File: config.mk
export PLATFORM = sky130hd
export DESIGN_NAME = adc_capture_sram_reader_flat
export DESIGN_NICKNAME = d
export VERILOG_FILES = /design/src/rtl/adc_cap_pkg.sv /design/src/rtl/adc_capture_sram_reader_if.sv /design/src/rtl/adc_cap_rd_fifo.sv /design/src/rtl/adc_capture_sram_reader.sv /design/src/flat_wrapper.sv
export SDC_FILE = /design/constraint.sdc
export NUM_CORES = 1
export LEC_CHECK = 0
export CAP_MARGIN = 25
export CELL_PAD_IN_SITES_DETAIL_PLACEMENT = 2
export CELL_PAD_IN_SITES_GLOBAL_PLACEMENT = 2
export CORE_UTILIZATION = 29
export DETAILED_ROUTE_END_ITERATION = 7
export GPL_TIMING_DRIVEN = 0
export PLACE_DENSITY_LB_ADDON = 0.08
export SLEW_MARGIN = 15
export SYNTH_ARGS = -nofsm -noshare
export SYNTH_HDL_FRONTEND = slang
export SYNTH_SLANG_ARGS = --single-unit
File: constraint.sdc
create_clock -name CLK -period 2.8 [get_ports CLK]
set_input_delay 0.28 -clock CLK [delete_from_list [all_inputs] [get_ports CLK]]
set_output_delay 0.28 -clock CLK [all_outputs]
set_load 0.05 [all_outputs]
File: src/rtl/adc_cap_pkg.sv
// Shared definitions for the ADC capture buffer readback path: width
// defaults, buffer depth and the reader FSM state encoding.
package adc_cap_pkg;

    localparam int AW_DEF    = 15;
    localparam int DW_DEF    = 9;
    localparam int LW_DEF    = 16;
    localparam int CAP_DEPTH = 2 ** AW_DEF;

    typedef enum logic [1:0] {
        RD_IDLE,
        RD_RUN,
        RD_DRAIN
    } rd_state_e;

endpackage

File: src/rtl/adc_capture_sram_reader_if.sv
// Bundles the sample stream (valid/ready) and the capture SRAM port.
// The master modport is the reader; the slave modport is the consumer/SRAM side.
interface adc_capture_sram_reader_if
    import adc_cap_pkg::*;
#(
    parameter int AW = AW_DEF,
    parameter int DW = DW_DEF
);
    logic          out_valid;
    logic          out_ready;
    logic [DW-1:0] out_data;
    logic          out_last;
    logic          CEB;
    logic          WEB;
    logic [AW-1:0] A;
    logic [DW-1:0] Q;

    modport master (
        output out_valid, out_data, out_last, CEB, WEB, A,
        input  out_ready, Q
    );

    modport slave (
        input  out_valid, out_data, out_last, CEB, WEB, A,
        output out_ready, Q
    );
endinterface

File: src/rtl/adc_cap_rd_fifo.sv
// Two-entry FIFO of {last, data}. Entry 0 is always the head, so the
// head outputs are plain registers and hold steady until popped.
module adc_cap_rd_fifo
    import adc_cap_pkg::*;
#(
    parameter int DW = DW_DEF
) (
    input  logic          CLK,
    input  logic          RST,
    input  logic          push,
    input  logic          pop,
    input  logic          flush,
    input  logic          in_last,
    input  logic [DW-1:0] in_data,
    output logic [1:0]    count,
    output logic          head_last,
    output logic [DW-1:0] head_data
);
    logic [DW:0] e0;
    logic [DW:0] e1;

    assign head_last = e0[DW];
    assign head_data = e0[DW-1:0];

    // Entry storage and occupancy; a push into a full FIFO cannot occur because the reader never over-issues
    always_ff @(posedge CLK) begin
        if (RST) begin
            e0    <= '0;
            e1    <= '0;
            count <= 2'd0;
        end else if (flush) begin
            count <= 2'd0;
        end else begin
            case ({push, pop})
                2'b10: begin
                    if (count == 2'd0) e0 <= {in_last, in_data};
                    else               e1 <= {in_last, in_data};
                    count <= count + 2'd1;
                end
                2'b01: begin
                    e0    <= e1;
                    count <= count - 2'd1;
                end
                2'b11: begin
                    if (count == 2'd1) begin
                        e0 <= {in_last, in_data};
                    end else begin
                        e0 <= e1;
                        e1 <= {in_last, in_data};
                    end
                end
                default: ;
            endcase
        end
    end
endmodule

File: src/rtl/adc_capture_sram_reader.sv
// Readback engine for the circular ADC capture SRAM: reads a window of
// rd_len samples from start_addr and streams them out over valid/ready.
// Optional RD_BEAT_CNT_EN adds a beat_cnt output counting accepted beats.
//
// state    | meaning
// RD_IDLE  | no job; waiting for start
// RD_RUN   | reads still to issue
// RD_DRAIN | all reads issued; waiting for the last beat to be accepted
module adc_capture_sram_reader
    import adc_cap_pkg::*;
#(
    parameter int AW = AW_DEF,
    parameter int DW = DW_DEF,
    parameter int LW = LW_DEF
) (
    input  logic          CLK,
    input  logic          RST,
    input  logic          start,
    input  logic [AW-1:0] start_addr,
    input  logic [LW-1:0] rd_len,
    input  logic          abort,
    output logic          busy,
    output logic          done,
`ifdef RD_BEAT_CNT_EN
    output logic [LW-1:0] beat_cnt,
`endif
    adc_capture_sram_reader_if.master bus
);
    rd_state_e     state, state_nxt;
    logic [AW-1:0] addr;
    logic [LW-1:0] remaining;
    logic          inflight;
    logic          inflight_last;
    logic          zero_done;
    logic          issue;
    logic          start_ok;
    logic          fifo_pop;
    logic          fifo_push;
    logic [1:0]    fifo_count;
    logic [1:0]    credit;
    logic          head_last;
    logic [DW-1:0] head_data;

    // Slots already spoken for: queued beats plus the read whose data lands next cycle.
    // A beat leaving this cycle frees its slot in time for a new issue, giving 1 sample/cycle.
    assign credit    = fifo_count + {1'b0, inflight};
    assign fifo_pop  = bus.out_valid & bus.out_ready;
    assign fifo_push = inflight & ~abort;

    assign busy          = (state != RD_IDLE);
    assign bus.out_valid = (fifo_count != 2'd0);
    assign bus.out_data  = head_data;
    assign bus.out_last  = head_last;
    assign bus.CEB       = ~issue;
    assign bus.WEB       = 1'b1;
    assign bus.A         = addr;

    // State register
    always_ff @(posedge CLK) begin
        if (RST) state <= RD_IDLE;
        else     state <= state_nxt;
    end

    // Next-state, read issue and done; abort and reset silence everything
    always_comb begin
        state_nxt = state;
        issue     = 1'b0;
        start_ok  = 1'b0;
        done      = 1'b0;
        if (RST || abort) begin
            state_nxt = RD_IDLE;
        end else begin
            if (zero_done) done = 1'b1;
            case (state)
                RD_IDLE: begin
                    if (start) begin
                        start_ok = 1'b1;
                        if (rd_len != '0) state_nxt = RD_RUN;
                    end
                end
                RD_RUN: begin
                    if ((remaining != '0) && ((credit != 2'd2) || fifo_pop)) begin
                        issue = 1'b1;
                        if (remaining == LW'(1)) state_nxt = RD_DRAIN;
                    end
                end
                RD_DRAIN: begin
                    if (fifo_pop && head_last) begin
                        done      = 1'b1;
                        state_nxt = RD_IDLE;
                    end
                end
                default: state_nxt = RD_IDLE;
            endcase
        end
    end

    // Address/length counters and the one-cycle read-latency tracker
    always_ff @(posedge CLK) begin
        if (RST) begin
            addr          <= '0;
            remaining     <= '0;
            inflight      <= 1'b0;
            inflight_last <= 1'b0;
            zero_done     <= 1'b0;
        end else begin
            inflight      <= issue;
            inflight_last <= issue && (remaining == LW'(1));
            zero_done     <= start_ok && (rd_len == '0);
            if (start_ok) begin
                addr      <= start_addr;
                remaining <= rd_len;
            end else if (issue) begin
                addr      <= addr + AW'(1);
                remaining <= remaining - LW'(1);
            end
        end
    end

`ifdef RD_BEAT_CNT_EN
    // Accepted-beat counter; left untouched by done/abort so firmware can read it afterwards
    always_ff @(posedge CLK) begin
        if (RST)           beat_cnt <= '0;
        else if (start_ok) beat_cnt <= '0;
        else if (fifo_pop) beat_cnt <= beat_cnt + LW'(1);
    end
`endif

    adc_cap_rd_fifo #(.DW(DW)) u_fifo (
        .CLK       (CLK),
        .RST       (RST),
        .push      (fifo_push),
        .pop       (fifo_pop),
        .flush     (abort),
        .in_last   (inflight_last),
        .in_data   (bus.Q),
        .count     (fifo_count),
        .head_last (head_last),
        .head_data (head_data)
    );
endmodule
File: src/flat_wrapper.sv
// flat-port wrapper written by rule: the top's interface ports become plain ports
module adc_capture_sram_reader_flat import adc_cap_pkg::*;
#(
    parameter int AW = AW_DEF,
    parameter int DW = DW_DEF,
    parameter int LW = LW_DEF
)
  (CLK, RST, start, start_addr, rd_len, abort, busy, done, bus_out_valid, bus_out_data, bus_out_last, bus_CEB, bus_WEB, bus_A, bus_out_ready, bus_Q);
  adc_capture_sram_reader_if #(.AW(AW), .DW(DW)) bus_i ();
  input  logic CLK;
  input  logic RST;
  input  logic start;
  input  logic [AW-1:0] start_addr;
  input  logic [LW-1:0] rd_len;
  input  logic abort;
  output logic busy;
  output logic done;
  output wire logic [$bits(bus_i.out_valid)-1:0] bus_out_valid;
  output wire logic [$bits(bus_i.out_data)-1:0] bus_out_data;
  output wire logic [$bits(bus_i.out_last)-1:0] bus_out_last;
  output wire logic [$bits(bus_i.CEB)-1:0] bus_CEB;
  output wire logic [$bits(bus_i.WEB)-1:0] bus_WEB;
  output wire logic [$bits(bus_i.A)-1:0] bus_A;
  input wire logic [$bits(bus_i.out_ready)-1:0] bus_out_ready;
  input wire logic [$bits(bus_i.Q)-1:0] bus_Q;
  assign bus_out_valid = bus_i.out_valid;
  assign bus_out_data = bus_i.out_data;
  assign bus_out_last = bus_i.out_last;
  assign bus_CEB = bus_i.CEB;
  assign bus_WEB = bus_i.WEB;
  assign bus_A = bus_i.A;
  assign bus_i.out_ready = bus_out_ready;
  assign bus_i.Q = bus_Q;
  adc_capture_sram_reader #(.AW(AW), .DW(DW), .LW(LW)) u_core (.CLK(CLK), .RST(RST), .start(start), .start_addr(start_addr), .rd_len(rd_len), .abort(abort), .busy(busy), .done(done), .bus(bus_i));
endmodule
# After elaboration in Yosys (flattened, before gate mapping)
# Cells that the tools add are included.
# op_classes
bitwise	4
eq_ne	16
reduce_logical	22
mux	27
addsub	5
# ops
operator	count
2-to-1 mux 10 bit	4
2-to-1 mux 16 bit	2
nonzero test 16 bit	2
2-to-1 mux 15 bit	2
case mux 10 bit (3 select lines)	1
case mux 10 bit (2 select lines)	1
equality test 16 x 1 -> 1 bit (second input constant)	1
logical NOT 16 bit	1
subtractor 16 x 1 -> 16 bit (second input constant)	1
adder 15 x 1 -> 15 bit (second input constant)	1
2-to-1 mux 1 bit	10
2-to-1 mux 2 bit	5
!= test 2 bit (second input constant)	5
nonzero test 2 bit	5
!= test 2 x 1 -> 1 bit (second input constant)	4
equality test 2 x 1 -> 1 bit (second input constant)	3
equality test 2 bit (second input constant)	3
case mux 2 bit (3 select lines)	1
AND reduction 5 bit	1
logical AND 1 bit	4
logical NOT 2 bit	2
case mux 2 bit (2 select lines)	1
AND reduction 4 bit	1
OR reduction 2 bit	2
8 further kinds	11
# totals
elab_cells	83
reg_bits	58
out_inout_bits	30
in_bits	45

# Longest topological paths before layout
# Gate-level depths: netlist of run 1.
# logic_depth
word_depth	9
depth_mapped	11
depth_no_buf	9

# Modules after synthesis
# Synthesis of run 1 repeated with hierarchy kept, for this count alone.
# hier_totals
cells_unflattened	393
area_unflattened_um2	3309.4
# by_module_without_submodules
module	area_each_um2	cells_each	seq_area_each_um2	instances
adc_capture_sram_reader	2100.8	260	720.7	1
adc_cap_rd_fifo	1208.7	133	440.4	1

# Least setup slack after synthesis of run 1
# Ideal clock, no wire load.
# synth_path
path_kind	reg2out
startpoint	reg u_core.u_fifo.count[0]
endpoint	out done
required_ns	2.520
arrival_ns	2.077
path_stages_with_launch	7
slack_ns	0.443
path_buffers	1
cell_sequence	dfxtp_1 inv_1 ha_1 nor2b_1 buf_2 a41oi_1 nor3_1
# synth_between
elab_chain_cells	6
# synth_lines
element	line_no	rtl
start: declaration	adc_cap_rd_fifo.sv:15	output logic [1:0] count,
start signal: assignment	adc_cap_rd_fifo.sv:38	count <= count + 2'd1;
start signal: assignment	adc_cap_rd_fifo.sv:42	count <= count - 2'd1;
nonzero test 2 bit	adc_capture_sram_reader.sv:51	assign bus.out_valid = (fifo_count != 2'd0);
bitwise AND 1 bit	adc_capture_sram_reader.sv:47	assign fifo_pop = bus.out_valid & bus.out_ready;
logical AND 1 bit	adc_capture_sram_reader.sv:88	if (fifo_pop && head_last) begin
2-to-1 mux 1 bit	adc_capture_sram_reader.sv:88	
2-to-1 mux 1 bit	adc_capture_sram_reader.sv:74	case (state)
2-to-1 mux 1 bit	adc_capture_sram_reader.sv:70	if (RST || abort) begin
end: declaration	flat_wrapper.sv:17	output logic done;
# No other way between the ends.

# Final worst setup path of run 1
# layout_path
startpoint	reg u_core.remaining[12]
endpoint	out bus_CEB
# layout_between
elab_chain_cells	6
# layout_lines
element	line_no	rtl
start: declaration	adc_capture_sram_reader.sv:31	logic [LW-1:0] remaining;
start signal: assignment	adc_capture_sram_reader.sv:112	remaining <= rd_len;
start signal: assignment	adc_capture_sram_reader.sv:115	remaining <= remaining - LW'(1);
nonzero test 16 bit	adc_capture_sram_reader.sv:82	if ((remaining != '0) && ((credit != 2'd2) || fifo_pop)) begin
logical AND 1 bit	adc_capture_sram_reader.sv:82	
2-to-1 mux 1 bit	adc_capture_sram_reader.sv:82	
2-to-1 mux 1 bit	adc_capture_sram_reader.sv:74	
2-to-1 mux 1 bit	adc_capture_sram_reader.sv:70	
inverter 1 bit	adc_capture_sram_reader.sv:54	assign bus.CEB = ~issue;
end: declaration	flat_wrapper.sv:21	output wire logic [$bits(bus_i.CEB)-1:0] bus_CEB;
# No other way between the ends.

==> flow_summary.yaml, run 1 <==
run_status:
  status: "finished clean"
floorplanning:
  dieWidth_um: 104
  die_h_um: 104
  die_area_mm2: 0.0108
  coreArea_mm2: 0.00991
  start_util_pct: 30.5
  num_rows: 36
  pin_count: 75
cts:
  cts_buffers: 9
  clock-root-buffer: "clkbuf_8"
  clock_latency_ns: 0.36
  cts_tree: "built"
  clock-sinks: 58
  cts_max_level: 3
  hold_buffers: 0
  clkTransAtPathRegs_ns: 0.08
  clk_path_buf_depth: 2
yosys:
  synth_flop_cell: "dfxtp_1"
  synth_cell_types: 61
  synthArstFlopShare_pct: 0
  synth_mux_area_share_pct: 5.68
  synth_compound_area_share_pct: 24.6
  syn_nets: 402
  syn_inst: 347
  yosysWarnings: 0
  synth_area_per_cell_um2: 8.70
  synthXorXnorAreaFrac_pct: 1.45
  synthAdderAreaFrac_pct: 4.14
  synth-seq-cells: 58
  synth_top_family_by_area: "compound AO/OA/AOI/OAI gates"
  yosys.area_share.simple_pct: 20.2
  synth_edf_count: 0
  seq_area_frac_synth_pct: 38.5
  netlist_area_mm2: 0.00302
setup_path:
  slowest_delay_ns: 0.58
  reg2reg_depth: 9
  crit_slowest_cell: "or4_1"
  cp_top_family: "simple AND/OR/NAND/NOR gates"
  crit_arrival_ns: 2.41
  critPathBufInv: 3
  path_class: "reg2out"
  crit_cells: 6
  worstSetupEndpoint: "bus_CEB"
  crit_path_cell_trace: "or4_1 > nor4_4 > a21oi_4 > inv_2 > buf_6 > buf_4"
  ff2ff_setup_slack_ns: 0.22
  worstSetupEndpointType: "output port"
  start_kind: "register"
  cp_max_fo: 10
  r2r_start: "u_core.u_fifo.count[0]$_SDFFE_PN0P_"
  timing.rr.end: "u_core.remaining[14]$_SDFFE_PP0P_"
  crit_required_ns: 2.52
  startpoint: "u_core.remaining[12]$_SDFFE_PP0P_"
sta:
  slew_headroom_pct: 47.7
  clock-skew-final_ns: 0.00935
  min_period_ns: 2.69
  hold_viol_final: 0
  worst_slew_pin_slew_ns: 0.782
  clock.fmax_ghz: 0.371
  rsz0062_at_grt: "false"
  fin_crit_sh_pct: 96.1
  slew_violations: 0
  finalSetupViolCount: 0
global_routing:
  antenna_found_initial: 0
  grt_start_max_net_pins: 13
  grtUsageTotal_pct: 21.5
  overflow: 0
  gr-max-usage-layer: "met2"
  grt_pass1_vias: 3402
  grt_use_met1_pct: 26.4
  use_met3_pct: 3.76
  grt_pass1_wl_mm: 18.1
  use_met2_pct: 37.0
final_layout:
  n_fill_cell: 1116
  antenna_cells: 0
  final_common_cell: "clkdlybuf4s50_1"
  most-common-layout-cells: "clkdlybuf4s50_1 (70), dfxtp_1 (58), nor2_1 (47)"
  synthToLayoutAreaGrowth_pct: 38.6
  post-route-util_pct: 42.2
  final_nets: 488
  drive_above_1_share_pct: 8.68
pwr:
  ir_drop_v: 0.000192
  clkPwrFrac_pct: 41.7
  leakage_nw: 1.52
  power_frac_seq_pct: 40.6
  cellPowerDensity_mw_per_mm2: 521
  p_sw_share_pct: 30.3
  internal-power_mw: 1.52
  p_comb_share_pct: 17.8
  p_sw_mw: 0.660
  power_mw: 2.18
route:
  drtIter0Drc: 94
  wirelength_mm: 11.0
  via_per_inst: 5.44
  drtAntennaViolNets: 0
  wl_per_cell_um: 19.3
  drcViolationCount: 0
  drtPass1Iterations: 4
  vias: 3104
placed_design:
  dp_hpwl_mm: 7.93
  place_congestion: 0.775
  portBuffers: 72
min_path:
  hold_path.class: "in2reg"
job:
  cap_violations: 0
[power by group through the flow]
stage               Sequential, mW  Clock, mW  Combinational, mW
detailed placement           0.903          0              0.373
finish                       0.884      0.908              0.388
CTS                          0.884      0.926              0.384
global route                 0.889      0.968              0.416
floorplan                    0.939          0              0.171
global placement             0.901          0              0.365
[worst register-to-register path, delay by kind of cell, from the launching register on]
family                     cells  cell delay [ns]
and+or+nand+nor                3             1.01
buffers and inverters          3             0.51
DFF                            1             0.41
AOI/OAI and AO/OA              2             0.33
adders and majority gates      1             0.23
[synthesized netlist by cell type (all sizes together), types with 2 or more instances]
cell / instances / area (um^2)
dfxtp: 58 / 1160
a2111oi: 6 / 55.1
clkbuf: 16 / 60.1
a32oi: 2 / 17.5
or2: 2 / 12.5
nor2: 47 / 176
or3: 3 / 18.8
o21a: 4 / 30.0
and3: 2 / 12.5
a311oi: 11 / 96.3
xnor2: 3 / 26.3
and2: 3 / 18.8
mux2i: 16 / 160
buf: 7 / 41.3
o41ai: 2 / 17.5
nand2: 16 / 60.1
o211ai: 3 / 22.5
o21ai: 6 / 30.0
xor2: 2 / 17.5
a21oi: 13 / 68.8
or4: 4 / 33.8
or4b: 2 / 20.0
a211oi: 19 / 148
nand3: 7 / 35.0
nand4: 2 / 12.5
nor3: 13 / 75.1
o311ai: 6 / 52.6
a22oi: 11 / 82.6
inv: 16 / 60.1
nand2b: 2 / 12.5
nor2b: 3 / 18.8
nand3b: 2 / 15.0
nor4: 9 / 71.3
ha: 10 / 125
a31oi: 5 / 31.3
[per-layer routing]
metal | vias to the layer above | part of all wire (%)
li1 | 1483 | -
met1 | 1538 | 46
met2 | 67 | 49
met3 | 16 | 3.3
met4 | 0 | 1.6
met5 | - | 0
[sequential cells by signal, summed over array words and instances (netlist names)]
name                  flops
u_core.remaining         16
u_core.bus.A             15
u_core.u_fifo.e0         10
u_core.u_fifo.e1         10
u_core.state              2
u_core.u_fifo.count       2
u_core.inflight           1
u_core.inflight_last      1
u_core.zero_done          1
[worst min path at each step]
stage	start	end	slack, ns	cells past startpoint
after CTS	abort	u_core.state[1]$_SDFFE_PP0P_	0.38	2
after global routing	abort	u_core.state[1]$_SDFFE_PP0P_	0.42	2
final	abort	u_core.state[1]$_SDFFE_PP0P_	0.38	2
after floorplan	rd_len[4]	u_core.remaining[4]$_SDFFE_PP0P_	0.41	2
after global placement	u_core.u_fifo.e1[1]$_SDFFE_PP0P_	u_core.u_fifo.e1[1]$_SDFFE_PP0P_	0.48	2
after detailed placement	u_core.remaining[11]$_SDFFE_PP0P_	u_core.remaining[11]$_SDFFE_PP0P_	0.49	2
[cell families after synthesis]
kind of cell,count (synthesis)
DFF,58
and+or+nand+nor,119
muxes,17
other,1
adders and majority gates,10
xor gates and xnor gates,5
AOI/OAI and AO/OA,98
buffers and inverters,39
[timing repair]
| item | 4_1_cts | 5_1_grt |
|---|---|---|
| buffers inserted | 2 | 0 |
| pin swaps | 2 | 1 |
| cloned | 0 | 0 |
| endpoints found under the setup margin | 2 | 9 |
| endpoints found under the hold margin | 0 | 0 |
| gates resized for setup | 9 | 3 |
[through the flow]
stage | area, um^2 | std cells | worst slack [ns] | TNS, ns | hold WS (ns)
after floorplan | 3020 | 347 | 0.443 | 0 | 0.409
after global placement | 3910 | 552 | -0.994 | -6.27 | 0.477
after detailed placement | 3910 | 552 | -0.523 | -0.701 | 0.488
after CTS | 4160 | 570 | 0.0499 | 0 | 0.376
after global routing | 4180 | 571 | 0.0118 | 0 | 0.415
final | 4180 | 571 | 0.108 | 0 | 0.381
[final cells by class]
class | instances | area (um^2) | area share, %
multi-input cells | 250 | 1730 | 41.3
flip-flops and latches | 58 | 1160 | 27.8
repair buffers | 75 | 737 | 17.6
well taps | 133 | 166 | 3.98
clock buffers | 9 | 124 | 2.96
plain buffers | 23 | 104 | 2.48
clock inverters | 7 | 103 | 2.45
inverters | 16 | 60.1 | 1.44
No activity file was read; power rests on OpenSTA's default activity.
==> run 2, diff against run 1 <==
--- a/config.mk
+++ b/config.mk
@@ -10,6 +10,7 @@
 export CELL_PAD_IN_SITES_GLOBAL_PLACEMENT = 2
 export CORE_UTILIZATION = 29
 export DETAILED_ROUTE_END_ITERATION = 7
+export GPL_ROUTABILITY_DRIVEN = 0
 export GPL_TIMING_DRIVEN = 0
 export PLACE_DENSITY_LB_ADDON = 0.08
 export SLEW_MARGIN = 15
==> results of run 2 <==
The final DEF is identical to that of run 1; final timing and power are the same.
==> RTL change 1: new RTL, settings of run 2 <==
Re-encode `rd_state_e` (3 states) as one-hot, 3 bits wide.
--- a/src/rtl/adc_cap_pkg.sv
+++ b/src/rtl/adc_cap_pkg.sv
@@ -8,8 +8,8 @@
     localparam int CAP_DEPTH = 2 ** AW_DEF;
 
-    typedef enum logic [1:0] {
-        RD_IDLE,
-        RD_RUN,
-        RD_DRAIN
+    typedef enum logic [2:0] {
+        RD_IDLE  = 3'b001,
+        RD_RUN   = 3'b010,
+        RD_DRAIN = 3'b100
     } rd_state_e;
 
Formal check against the unedited RTL: same outputs for any inputs over 10 cycles, from zero or initial values and one cycle with RST high; not proved beyond that.
==> RTL change 1 against run 2 <==
Core utilization is 0.87 points lower; design area rose by 2.0%; sequential power up 2%; total power up 2.1%; synthesized area grew 2.6%; worst setup slack better by 0.030 ns; clock skew is 0.0039 ns higher; count of clock-buffer cells in the layout increased by 1; sequential cell count is 1 higher; clock power grew 9.9%; routed wire length grew 0.23%; sequential share of layout area shrank 0.084 points.
==> RTL change 1: results (changes against run 2) <==
* Result of the run: finished, final reports clean
* Total leakage power at 0.00156 uW (+2.9%)
* Width of the die at 105 microns (+1.2%)
* Vias per std cell at 5.45 (+0.24%)
* Share of layout cells above drive strength 1 at 7.96% (-0.71 points)
* Flop2flop setup slack at 0.33 ns (+0.11 ns)
* Terminus of the critical flop-to-flop path: u_core.u_fifo.e0[1]
* Port bufs at 73 (+1.4%)
* Number of nets produced by synthesis at 417 (+3.7%)
* Met3 layer usage reported by global route at 4.89% (+1.1 points)
* Avg Cell Area, Syn at 8.55 sq um (-1.7%)
* GRT met1 Usage at 26.6% (+0.24 points)
* First-pass GRT wire length at 18.3 mm (+0.61%)
* Total routing usage reported by global routing at 21.2% (-0.32 points)
* Top achievable clock speed at 376 MHz (+1.1%)
* Met1 wire length at 4.93 mm (-3.0%)
* Clock buffer instance count of the final layout at 10 (+1)
* Count of buffers not belonging to the clock network in the layout at 93 (-5.1%)
* Clk cell area share at 5.86% (+0.45 points)
* Detail Route met2 WL at 5.47 mm (+1.1%)
* Count of unique library cells instantiated by Yosys at 58 (-4.9%)
* Delay of the slowest cell on the worst path at 0.44 ns (-0.14 ns)
* Slew @ Worst Pin at 0.741 ns (-0.0408 ns)
* Non-clock buffering overhead in the final layout at 19.9% (-0.20 points)
* Clock skew after layout at 0.0133 ns (+0.00392 ns)
* Crit-path leading delay family: buffers and inverters
* Starting DRC count in detailed routing at 107 (+14%)
* Hold WC Path Type: reg2reg
* Maximum vdd ir drop at 0.233 mV (+21%)
* Critical Path Source: u_core.u_fifo.count[1]
* Nets at 502 (+2.9%)
* Number of placed cells counting well taps at 571 (+3.4%)
* Depth of the worst register-to-register path at 10 (+1)
* Hold path startpoint: u_core.u_fifo.e1[2]
* Number of global-route vias before repair at 3,420 (+0.53%)
* Final instance area at 0.00427 sq mm (+2.0%)
* Cell with the largest stage delay on the worst path: sky130_fd_sc_hd__o311a_2
* Register share of the cell area at 27.7% (-0.084 points)
* Number of filler instances in the final layout at 1,189 (+6.5%)
* Multi-input gate share of total cell area at 41.1% (-0.21 points)
-- RTL change 1: cell count changes after synthesis, sizes merged, moves of 6 or more --
cell            run 2  this run
mux2i              16        10
nand3               7        13
nand2              16        23
a2111oi             6         0
or3                 3        10
-- RTL change 1: cell families after synthesis --
family | synth area share, %
compound gates | 23.4
xor+xnor | 1.13
fa+ha+maj | 4.04
buf+inv | 5.53
flops | 38.1
mux | 3.23
other cells | 0.121
simple gates | 24.4
-- RTL change 1: what timing repair did --
| action | CTS | global route |
|---|---|---|
| setup endpoints to repair | 1 | 6 |
| setup buffers | 1 | 0 |
| gates resized for setup | 8 | 4 |
| pin swaps | 0 | 0 |
-- RTL change 1: where the power goes --
part | total [uW] | internal, uW | switching [uW]
Sequential | 898 | 863 | 34.1
Combinational | 330 | 145 | 186
Clock | 998 | 617 | 380
-- RTL change 1: worst register-to-register path: stages (launching register included) --
cell and delay (ns):
sky130_fd_sc_hd__dfxtp_1 0.44, sky130_fd_sc_hd__inv_1 0.07, sky130_fd_sc_hd__ha_2 0.20, sky130_fd_sc_hd__nor2b_1 0.12, sky130_fd_sc_hd__buf_4 0.18, sky130_fd_sc_hd__inv_1 0.09
sky130_fd_sc_hd__ha_1 0.22, sky130_fd_sc_hd__a211oi_1 0.30, sky130_fd_sc_hd__clkbuf_1 0.43, sky130_fd_sc_hd__nor2_1 0.11, sky130_fd_sc_hd__a211oi_1 0.23
-- RTL change 1: worst min path at each step --
stage	endpoint	slack, ns	cells past startpoint
6_report	u_core.u_fifo.e1[2]	0.50	2
2_1_floorplan	u_core.remaining[13]	0.39	2
3_3_place_gp	u_core.u_fifo.e1[4]	0.48	2
4_1_cts	u_core.u_fifo.e0[8]	0.51	2
3_5_place_dp	u_core.u_fifo.e1[3]	0.49	2
5_1_grt	u_core.u_fifo.e0[8]	0.53	2
==> RTL change 2: new RTL, settings of run 2 <==
Without the edit above. `AW_DEF`: 15 -> 17.
--- a/src/rtl/adc_cap_pkg.sv
+++ b/src/rtl/adc_cap_pkg.sv
@@ -3,5 +3,5 @@
 package adc_cap_pkg;
 
-    localparam int AW_DEF    = 15;
+    localparam int AW_DEF    = 17;
     localparam int DW_DEF    = 9;
     localparam int LW_DEF    = 16;
Ports: changed (resized bus_A and start_addr); port bits go from 75 to 79. No check against the original RTL was run, so the function may have changed too.
==> RTL change 2 against run 2 <==
Sequential cell count grew 2; total power increased by 7.5%; synthesized area up 7.6%; design area rose by 6.6%; combinational power rose by 7.7%; largest cell class unchanged; synthesized cell count grew 7.8%; highest routed layer unchanged; worst setup slack improved by 0.033 ns; sequential power grew 4.1%; routed wire length up 9.4%.
==> RTL change 2: results (changes against run 2) <==
* Result of the run: finished, final reports clean
* Maximum vdd ir drop at 0.270 mV (+41%)
* Post-CTS repair timing setup buffer count at 1 (-1)
* Worst EP arrival at 2.38 ns (-0.03 ns)
* Share of synthesized area occupied by flip-flops and latches at 37.0% (-1.5 points)
* Max H-tree Level at 3 (unchanged)
* Total routing usage reported by global routing at 21.7% (+0.20 points)
* Pwr per Cell Area at 526 mW/mm^2 (+0.85%)
* Flip-flop count of the largest register after layout at 17 (+1)
* Number of nets produced by synthesis at 431 (+7.2%)
* Cell area reported after detailed placement at 0.00418 sq mm (+6.9%)
* Slew @ Worst Pin at 0.808 ns (+0.0263 ns)
* Total leakage power at 0.00162 uW (+6.5%)
* Number of global-route vias before repair at 3,502 (+2.9%)
* Port bufs at 76 (+5.6%)
* Resized Gates After CTS at 5 (-4)
* Starting DRC count in detailed routing at 117 (+24%)
* Final HPWL DP at 8.56 mm (+7.9%)
* Clock skew after layout at 0.0144 ns (+0.00506 ns)
* Nets at 520 (+6.6%)
* Most area-consuming cells after synthesis: sky130_fd_sc_hd__dfxtp_1, sky130_fd_sc_hd__nor2_1, sky130_fd_sc_hd__a211oi_1
* Vias per std cell at 5.47 (+0.66%)
* DRT Wirelength at 12.1 mm (+9.4%)
* Cell with the largest stage delay on the worst path: sky130_fd_sc_hd__or3b_2
* First-pass GRT wire length at 19.1 mm (+5.2%)
* Share of layout cells above drive strength 1 at 9.40% (+0.73 points)
* Internal power at 1640 uW (+8.2%)
* Clock group share of total power at 42.9% (+1.2 points)
[RTL change 2: cell types whose count changed in the layout (fill, tap and decap cells not counted), moves of 3 or more]
cell and change:
sky130_fd_sc_hd__nor2_1 +5, sky130_fd_sc_hd__o21bai_1 +5, sky130_fd_sc_hd__and4_1 +4, sky130_fd_sc_hd__clkdlybuf4s50_1 +4, sky130_fd_sc_hd__mux2i_1 -4, sky130_fd_sc_hd__nand3_1 +4
sky130_fd_sc_hd__nand4_1 +4, sky130_fd_sc_hd__a2111oi_2 +3, sky130_fd_sc_hd__a211oi_1 +3, sky130_fd_sc_hd__o311ai_1 -3
[RTL change 2: through the flow]
| stage | setup TNS, ns | std cells |
|---|---|---|
| floorplan | 0 | 374 |
| global placement | -0.325 | 590 |
| detailed placement | -1.08 | 590 |
| CTS | 0 | 607 |
| global route | 0 | 608 |
| finish | 0 | 608 |
[RTL change 2: cell type report]
class / count / area, sq um
clock buffer: 9 / 124
clock inverter: 7 / 125
fill: 1218 / 6430
buffer: 24 / 126
tap: 140 / 175
inverter: 15 / 56.3
timing repair buffer: 78 / 771
multi-input combinational: 275 / 1880
sequential: 60 / 1200
[RTL change 2: metal layers]
metal / vias to the layer above / track usage [%] / wire length [microns]
li1: 1590 / - / -
met1: 1660 / 27.8 / 5780
met2: 66 / 37.9 / 5830
met3: 11 / 2.91 / 356
met4: 0 / 6.16 / 99
met5: - / 0 / 0
[RTL change 2: final timing paths]
path	start	end	slack, ns
setup / recovery	u_core.remaining[0]	bus_CEB	0.14
hold / removal	RST	u_core.bus.A[8]	0.29
setup reg to reg	u_core.u_fifo.count[0]	u_core.remaining[9]	0.23
hold reg to reg	u_core.remaining[12]	u_core.remaining[12]	0.50
[RTL change 2: worst register-to-register path: stages (launching register included)]
cell	delay [ns]
sky130_fd_sc_hd__dfxtp_1	0.41
sky130_fd_sc_hd__inv_1	0.06
sky130_fd_sc_hd__ha_1	0.23
sky130_fd_sc_hd__nor2b_1	0.11
sky130_fd_sc_hd__clkbuf_2	0.18
sky130_fd_sc_hd__inv_1	0.14
sky130_fd_sc_hd__a31oi_1	0.38
sky130_fd_sc_hd__o311ai_2	0.27
sky130_fd_sc_hd__or4_1	0.45
sky130_fd_sc_hd__a311oi_1	0.26
[RTL change 2: kinds of logic (layout without fill, tap and decap cells)]
group / Yosys count / count (layout) / share of synthesized area (%)
flip-flops: 60 / 60 / 37.0
AND/OR/NAND/NOR: 137 / 137 / 21.6
buffers and inverters: 39 / 133 / 5.51
multiplexers: 14 / 14 / 4.39
AO/OA/AOI/OAI: 105 / 105 / 25.3
other: 1 / 1 / 0.115
adder cells (fa/ha/maj): 10 / 10 / 3.85
XOR/XNOR: 8 / 8 / 2.16
